## config.mk

```make
export PLATFORM = sky130hd
export DESIGN_NAME = dwt_decimator_fifo
export DESIGN_NICKNAME = d
export VERILOG_FILES = /design/src/rtl/dwt_decimator_fifo.sv
export SDC_FILE = /design/constraint.sdc
export NUM_CORES = 1
export LEC_CHECK = 0
export ABC_AREA = 1
export CAP_MARGIN = 20
export CELL_PAD_IN_SITES_DETAIL_PLACEMENT = 0
export CELL_PAD_IN_SITES_GLOBAL_PLACEMENT = 1
export CORE_ASPECT_RATIO = 1.4
export CORE_UTILIZATION = 54
export CTS_CLUSTER_SIZE = 16
export DETAILED_ROUTE_END_ITERATION = 12
export PLACE_DENSITY_LB_ADDON = 0.1
export SYNTH_ARGS = -nofsm -noshare
export SYNTH_HDL_FRONTEND = slang
export SYNTH_SLANG_ARGS = --single-unit
```

## constraint.sdc

```tcl
create_clock -name CLK -period 9.9 [get_ports CLK]
set_input_delay 2.97 -clock CLK [delete_from_list [all_inputs] [get_ports CLK]]
set_output_delay 2.97 -clock CLK [all_outputs]
set_load 0.03 [all_outputs]
```

## src/rtl/dwt_decimator_fifo.sv

```systemverilog
// dwt_decimator_fifo: parity-based 2:1 decimator feeding a circular FIFO with registered read port,
// sticky overflow flag and frame-complete pulse.
module dwt_decimator_fifo #(
  parameter int DATA_W      = 16,
  parameter int DEPTH       = 64,
  parameter int ADDR_W      = 6,
  parameter int KEEP_PARITY = 1,
  parameter int FRAME_LEN   = 32
) (
  input  logic              CLK,
  input  logic              RST,
  input  logic [DATA_W-1:0] in_data,
  input  logic              in_parity,
  input  logic              in_valid,
  input  logic              rd_en,
  output logic [DATA_W-1:0] rd_data,
  output logic              rd_valid,
  output logic              empty,
  output logic              full,
  output logic [ADDR_W:0]   count,
  output logic              overflow,
  input  logic              clr_ovf,
  output logic              frame_done
);
  localparam logic [ADDR_W:0] FULL_CNT = (ADDR_W+1)'(DEPTH);
  localparam logic [15:0]     LAST_F   = 16'(FRAME_LEN - 1);
  logic [DATA_W-1:0] r_mem [DEPTH];
  logic [ADDR_W-1:0] r_wptr, r_rptr;
  logic [ADDR_W:0]   r_count;
  logic [DATA_W-1:0] r_rd_data;
  logic              r_rd_valid, r_ovf, r_frame;
  logic [15:0]       r_fcnt;
  logic              w_keep, w_rd, w_wr, w_drop, w_flast;
  assign w_keep  = in_valid && (in_parity == 1'(KEEP_PARITY));
  assign w_rd    = rd_en && (r_count != '0);
  // A full FIFO still accepts a sample when a read frees a slot on the same edge
  assign w_wr    = w_keep && ((r_count != FULL_CNT) || w_rd);
  assign w_drop  = w_keep && (r_count == FULL_CNT) && !w_rd;
  assign w_flast = r_fcnt == LAST_F;
  always_ff @(posedge CLK)
    if (w_wr && !RST) r_mem[r_wptr] <= in_data;
  always_ff @(posedge CLK) begin
    if (RST) begin
      r_wptr     <= '0;
      r_rptr     <= '0;
      r_count    <= '0;
      r_rd_data  <= '0;
      r_rd_valid <= 1'b0;
      r_ovf      <= 1'b0;
      r_fcnt     <= '0;
      r_frame    <= 1'b0;
    end else begin
      if (w_wr) r_wptr <= r_wptr + 1'b1;
      if (w_rd) begin
        r_rptr    <= r_rptr + 1'b1;
        r_rd_data <= r_mem[r_rptr];
      end
      r_rd_valid <= w_rd;
      r_count    <= (w_wr && !w_rd) ? r_count + 1'b1 : (!w_wr && w_rd) ? r_count - 1'b1 : r_count;
      r_ovf      <= w_drop || (r_ovf && !clr_ovf);
      // Dropped samples still advance the frame counter to keep frame alignment
      if (w_keep) r_fcnt <= w_flast ? '0 : r_fcnt + 1'b1;
      r_frame    <= w_keep && w_flast;
    end
  end
  assign rd_data    = r_rd_data;
  assign rd_valid   = r_rd_valid;
  assign count      = r_count;
  assign empty      = r_count == '0;
  assign full       = r_count == FULL_CNT;
  assign overflow   = r_ovf;
  assign frame_done = r_frame;
endmodule

```

Word-level counts from Yosys, hierarchy flattened
Memory sizes are Yosys's and may differ from the RTL's. A register that Yosys moved wholly into a read port is not among the register bits.
Cells that the tools add are included.
- add/subtract/negate cells: 5
- equality and inequality tests: 3
- reduce and logical (&&, ||, !) cells: 19
- multiplexer cells: 5
- operator list (operator ; count):
    adder 16 x 1 -> 16 bit (second input constant) ; 1
    == test 16 x 5 -> 1 bit (second input constant) ; 1
    two-way mux 16 bit ; 1
    two-way mux 7 bit ; 2
    adder 6 x 1 -> 6 bit (second input constant) ; 2
    logical AND 1 bit ; 10
    adder 7 x 1 -> 7 bit (second input constant) ; 1
    == test 7 bit (second input constant) ; 1
    zero test 7 bit ; 1
    inequality test 7 bit (second input constant) ; 1
    nonzero test 7 bit ; 1
    subtractor 7 x 1 -> 7 bit (second input constant) ; 1
    zero test 1 bit ; 4
    logical OR 1 bit ; 2
    two-way mux 1 bit ; 2
    nonzero test 2 bit ; 1
- bits in registers: 38
- bits of input ports: 22
- memories: 1
- memory bits (writable): 1024
- logic and storage cells: 40
- memory list (name ; words ; width ; read ports ; clocked after Yosys merged registers in ; wr ports ; RTL line ; source):
    r_mem ; 64 ; 16 ; 1 ; 1 ; 1 ; 27 ; logic [DATA_W-1:0] r_mem [DEPTH];

Longest topological paths before layout
- depth in word-level cells: 8
- gate-level depth with buffers: 18
- gate-level depth less buffers: 18

Worst setup path before layout
OpenSTA, ideal clock, no wires.
- path kind: input to register
- start point: input port in_valid
- end point: memory r_mem[55][0], enable pin
- data arrival time: 4.751 ns
- buffers on the path: 0
- cell stages on the path: 6
- path slack: 4.739 ns
- required time: 9.491 ns
- cells stage by stage: nand2_1 > inv_1 > nand2_1 > nor2_2 > inv_1 > nor3_1
- longest elaborated chain between the ends: 5
- ends and longest elaborated chain (item ; RTL line ; source):
    from (decl) ; 14 ; input logic in_valid,
    logical AND 1 bit ; 34 ; assign w_keep = in_valid && (in_parity == 1'(KEEP_PARITY));
    logical AND 1 bit ; 37 ; assign w_wr = w_keep && ((r_count != FULL_CNT) || w_rd);
    logical AND 1 bit ; 41 ; if (w_wr && !RST) r_mem[r_wptr] <= in_data;
    two-way mux 1 bit ; 41 ;
    two-way mux 1 bit (not written as such) ; 41 ;
    to (decl) ; 27 ;
No other way between the ends.

Worst setup path after layout
- start point: input port in_valid
- end point: memory r_mem[43][1], enable pin
The elaborated chain is that of the path after synthesis.

==> metrics.cfg <==
[min_path]
worstHoldStart = r_fcnt[6]
hold_depth = 2
hold_end = r_fcnt[7]
hp-class = flip-flop to flip-flop

[global_route]
antenna_found_initial = 2
grt_pass1_vias = 28600
grt_max_degree = 211
overflow = 0
track_usage = 0.308
grt_pass1_wl_mm = 190

[clocking]
cts_root_buf = clkbuf_16
cts.htree.levels = 3
numCtsBuffers = 98
clock_path_buffers = 3
clock_latency_ns = 0.67
cts_resized = 0
cts_setup_buffers = 0
ctsHoldBuffers = 0
path_clk_slew_ns = 0.06
cts_sinks = 1078
tritoncts = built

[worst_setup_path]
path_max_fanout = 12
crit_path_end_kind = flip-flop
worstPathRequired_ns = 10.28
cpMostUsedCell = nand2_1
worstPathArrival_ns = 6.50
r2r_end = rd_data[11]
startpoint_type = input port
r2r_slack_ns = 6.25
cpPeakStageDelay_ns = 0.73
path_class = input port to flip-flop
timing.rr.start = r_rptr[0]
cpMaxStageDelayCell = nand4_1
path_cells = clkdlybuf4s50_1 -> nand2_1 -> inv_1 -> nand2_1 -> nor2_2 -> nand4_1 -> buf_4 -> nor2_1 -> buf_6
rr_worst_depth = 11

[sta]
period_needed_ns = 6.12
fin_crit_sh = 0.619
max_slew_margin = 0.236
finalClockSkew_ns = 0.0189
tns_ns = 0
maxSlewViolCount = 0
setup_ws_ns = 3.78
setup_viol = 0
tightest_slew_ns = 1.15
fmax_mhz = 163
hold_violations = 0
rsz0062_at_grt = no

[floorplanning]
die_area_mm2 = 0.0854
die_height_um = 345
initial_core_util = 0.546
core_area_mm2 = 0.0832
rows = 125
io_pins = 50
die_w_um = 247

[synth]
synthTopCellsByArea = edfxtp_1, nand2_1, nand3_1
yosysUniqueCellTypes = 31
synth-seq-cells = 1078
synth.top_cell.area_share = 0.676
syn_area_per_cell_um2 = 10.6
yosysSeqAreaShare = 0.700
syn-num-nets = 4321
synth_warnings = 0
syn_inst = 4288
synthesis.area_mm2 = 0.0455
post-synth-top-area-cell = edfxtp_1

[routing]
post_drt_wl_per_cell_um = 23.7
via_count = 30300
drt_iter0_markers = 3130
vias_per_cell = 5.53
route.detailed.drc = 1
postRouteAntennaNets = 0
drtPass1Iterations = 11
wl_mm = 130

[placed_design]
dp_slack_ns = 2.79
gp_routability_congestion = 0.917
port_buffers = 49
place_hpwl_mm = 77.8

[layout]
area_growth_pct = 10.6
nets = 4351
diodes = 0
drive_above_1_share = 0.0648

[run_status]
violations = design-rule violations
status = finished, violations left

[pwr]
leakagePower_nw = 19.6
peakVddDrop_mv = 0.154
total_power_mw = 11.3
power_density_mw_per_mm2 = 225

[flow_run]
max_cap_violations = 0

==> Yosys cell counts <==
cell type  count
xor2_1         5
nor2_1       397
o22ai_1        2
xnor2_1        5
nand3b_1       1
nor2_2         1
nand2_1     1346
and3_1        17
o211ai_1       1
clkbuf_1      87
buf_8          1
o21ai_0       94
inv_1        393
buf_2         91
fa_1           1
edfxtp_1    1024
buf_1         12
buf_6         22
a21oi_1       74
nor3_1        29
inv_2          3
nand3_1      578
buf_4         14
a211oi_1       2
clkinv_1       2
dfxtp_1       54
nor4_1         2
nor3b_1        3
nand4_1       15
ha_1          10
a31oi_1        2
==> how the worst max path moves through the flow <==
stage / slack (ns) / start / to
floorplan: 4.74 / in_valid / r_mem[55][0]
global placement: 2.87 / in_valid / r_mem[42][11]
detailed placement: 2.79 / in_valid / r_mem[34][11]
CTS: 3.48 / in_valid / r_mem[34][11]
global route: 3.66 / in_parity / r_mem[43][1]
finish: 3.78 / in_valid / r_mem[43][1]
==> layout make-up <==
class,count,area (um^2)
timing repair buffer,157,1300
clock buffer,133,2760
fill,6980,32900
tap,1079,1350
inverter,398,1510
multi-input combinational,2585,11000
clock inverter,47,504
sequential,1078,31800
==> flip-flops by register name (all words and copies together), names as in the netlist <==
name	count
r_mem	1024
count	7
frame_done	1
r_fcnt	16
rd_data	16
overflow	1
r_rptr	6
rd_valid	1
r_wptr	6
==> metal layers <==
metal	track usage	vias up	routed length (um)
met2	0.508	1161	64200
met5	0	-	0
li1	-	14300	-
met1	0.407	14600	51100
met4	0.141	0	6410
met3	0.0364	238	8420
==> report_power, final <==
part           internal (mW)  switching, mW  total, mW
sequential              5.03         0.0676       5.10
combinational          0.586           1.70       2.29
clock                   2.24           1.67       3.91
==> cells by family (layout without fill, tap and decap cells) <==
| family | Yosys count | after routing | share of synthesized area |
|---|---|---|---|
| AND/OR/NAND/NOR | 2389 | 2389 | 0.216 |
| XOR/XNOR | 10 | 10 | 0.00193 |
| flip-flops | 1078 | 1078 | 0.700 |
| buffers and inverters | 625 | 735 | 0.0591 |
| adder cells (fa/ha/maj) | 11 | 11 | 0.00319 |
| AO/OA/AOI/OAI | 175 | 175 | 0.0195 |
==> placed cells by master (no fill, tap or decap), drive strengths merged <==
cell / n
nand2: 1346
edfxtp: 1024
nand3: 578
nor2: 398
inv: 396
clkbuf: 133
buf: 125
o21ai: 94
a21oi: 74
dfxtp: 54
clkinv: 33
clkdlybuf4s50: 32
nor3: 29
and3: 17
nand4: 15
bufinv: 11
ha: 10
xor2: 5
xnor2: 5
clkinvlp: 5
nor3b: 3
a211oi: 2
a31oi: 2
nor4: 2
o22ai: 2
nand3b: 1
o211ai: 1
fa: 1
==> stage by stage <==
| step | cells | area [um^2] | util | hold slack, ns |
|---|---|---|---|---|
| 6_report | 5477 | 50300 | 0.604 | 0.511 |
| 5_1_grt | 5477 | 50300 | 0.604 | 0.522 |
| 4_1_cts | 5470 | 50200 | 0.604 | 0.504 |
| 3_5_place_dp | 5290 | 47000 | 0.564 | 0.501 |
| 3_3_place_gp | 5277 | 46800 | 0.563 | 0.486 |
| 2_1_floorplan | 4288 | 45500 | - | 0.467 |
==> critical path, delay by kind of cell <==
family	cells	cell delay (ns)
AND/OR/NAND/NOR	5	2.09
buffers and inverters	4	1.41
Note: power is estimated with default switching activity, not from simulation.
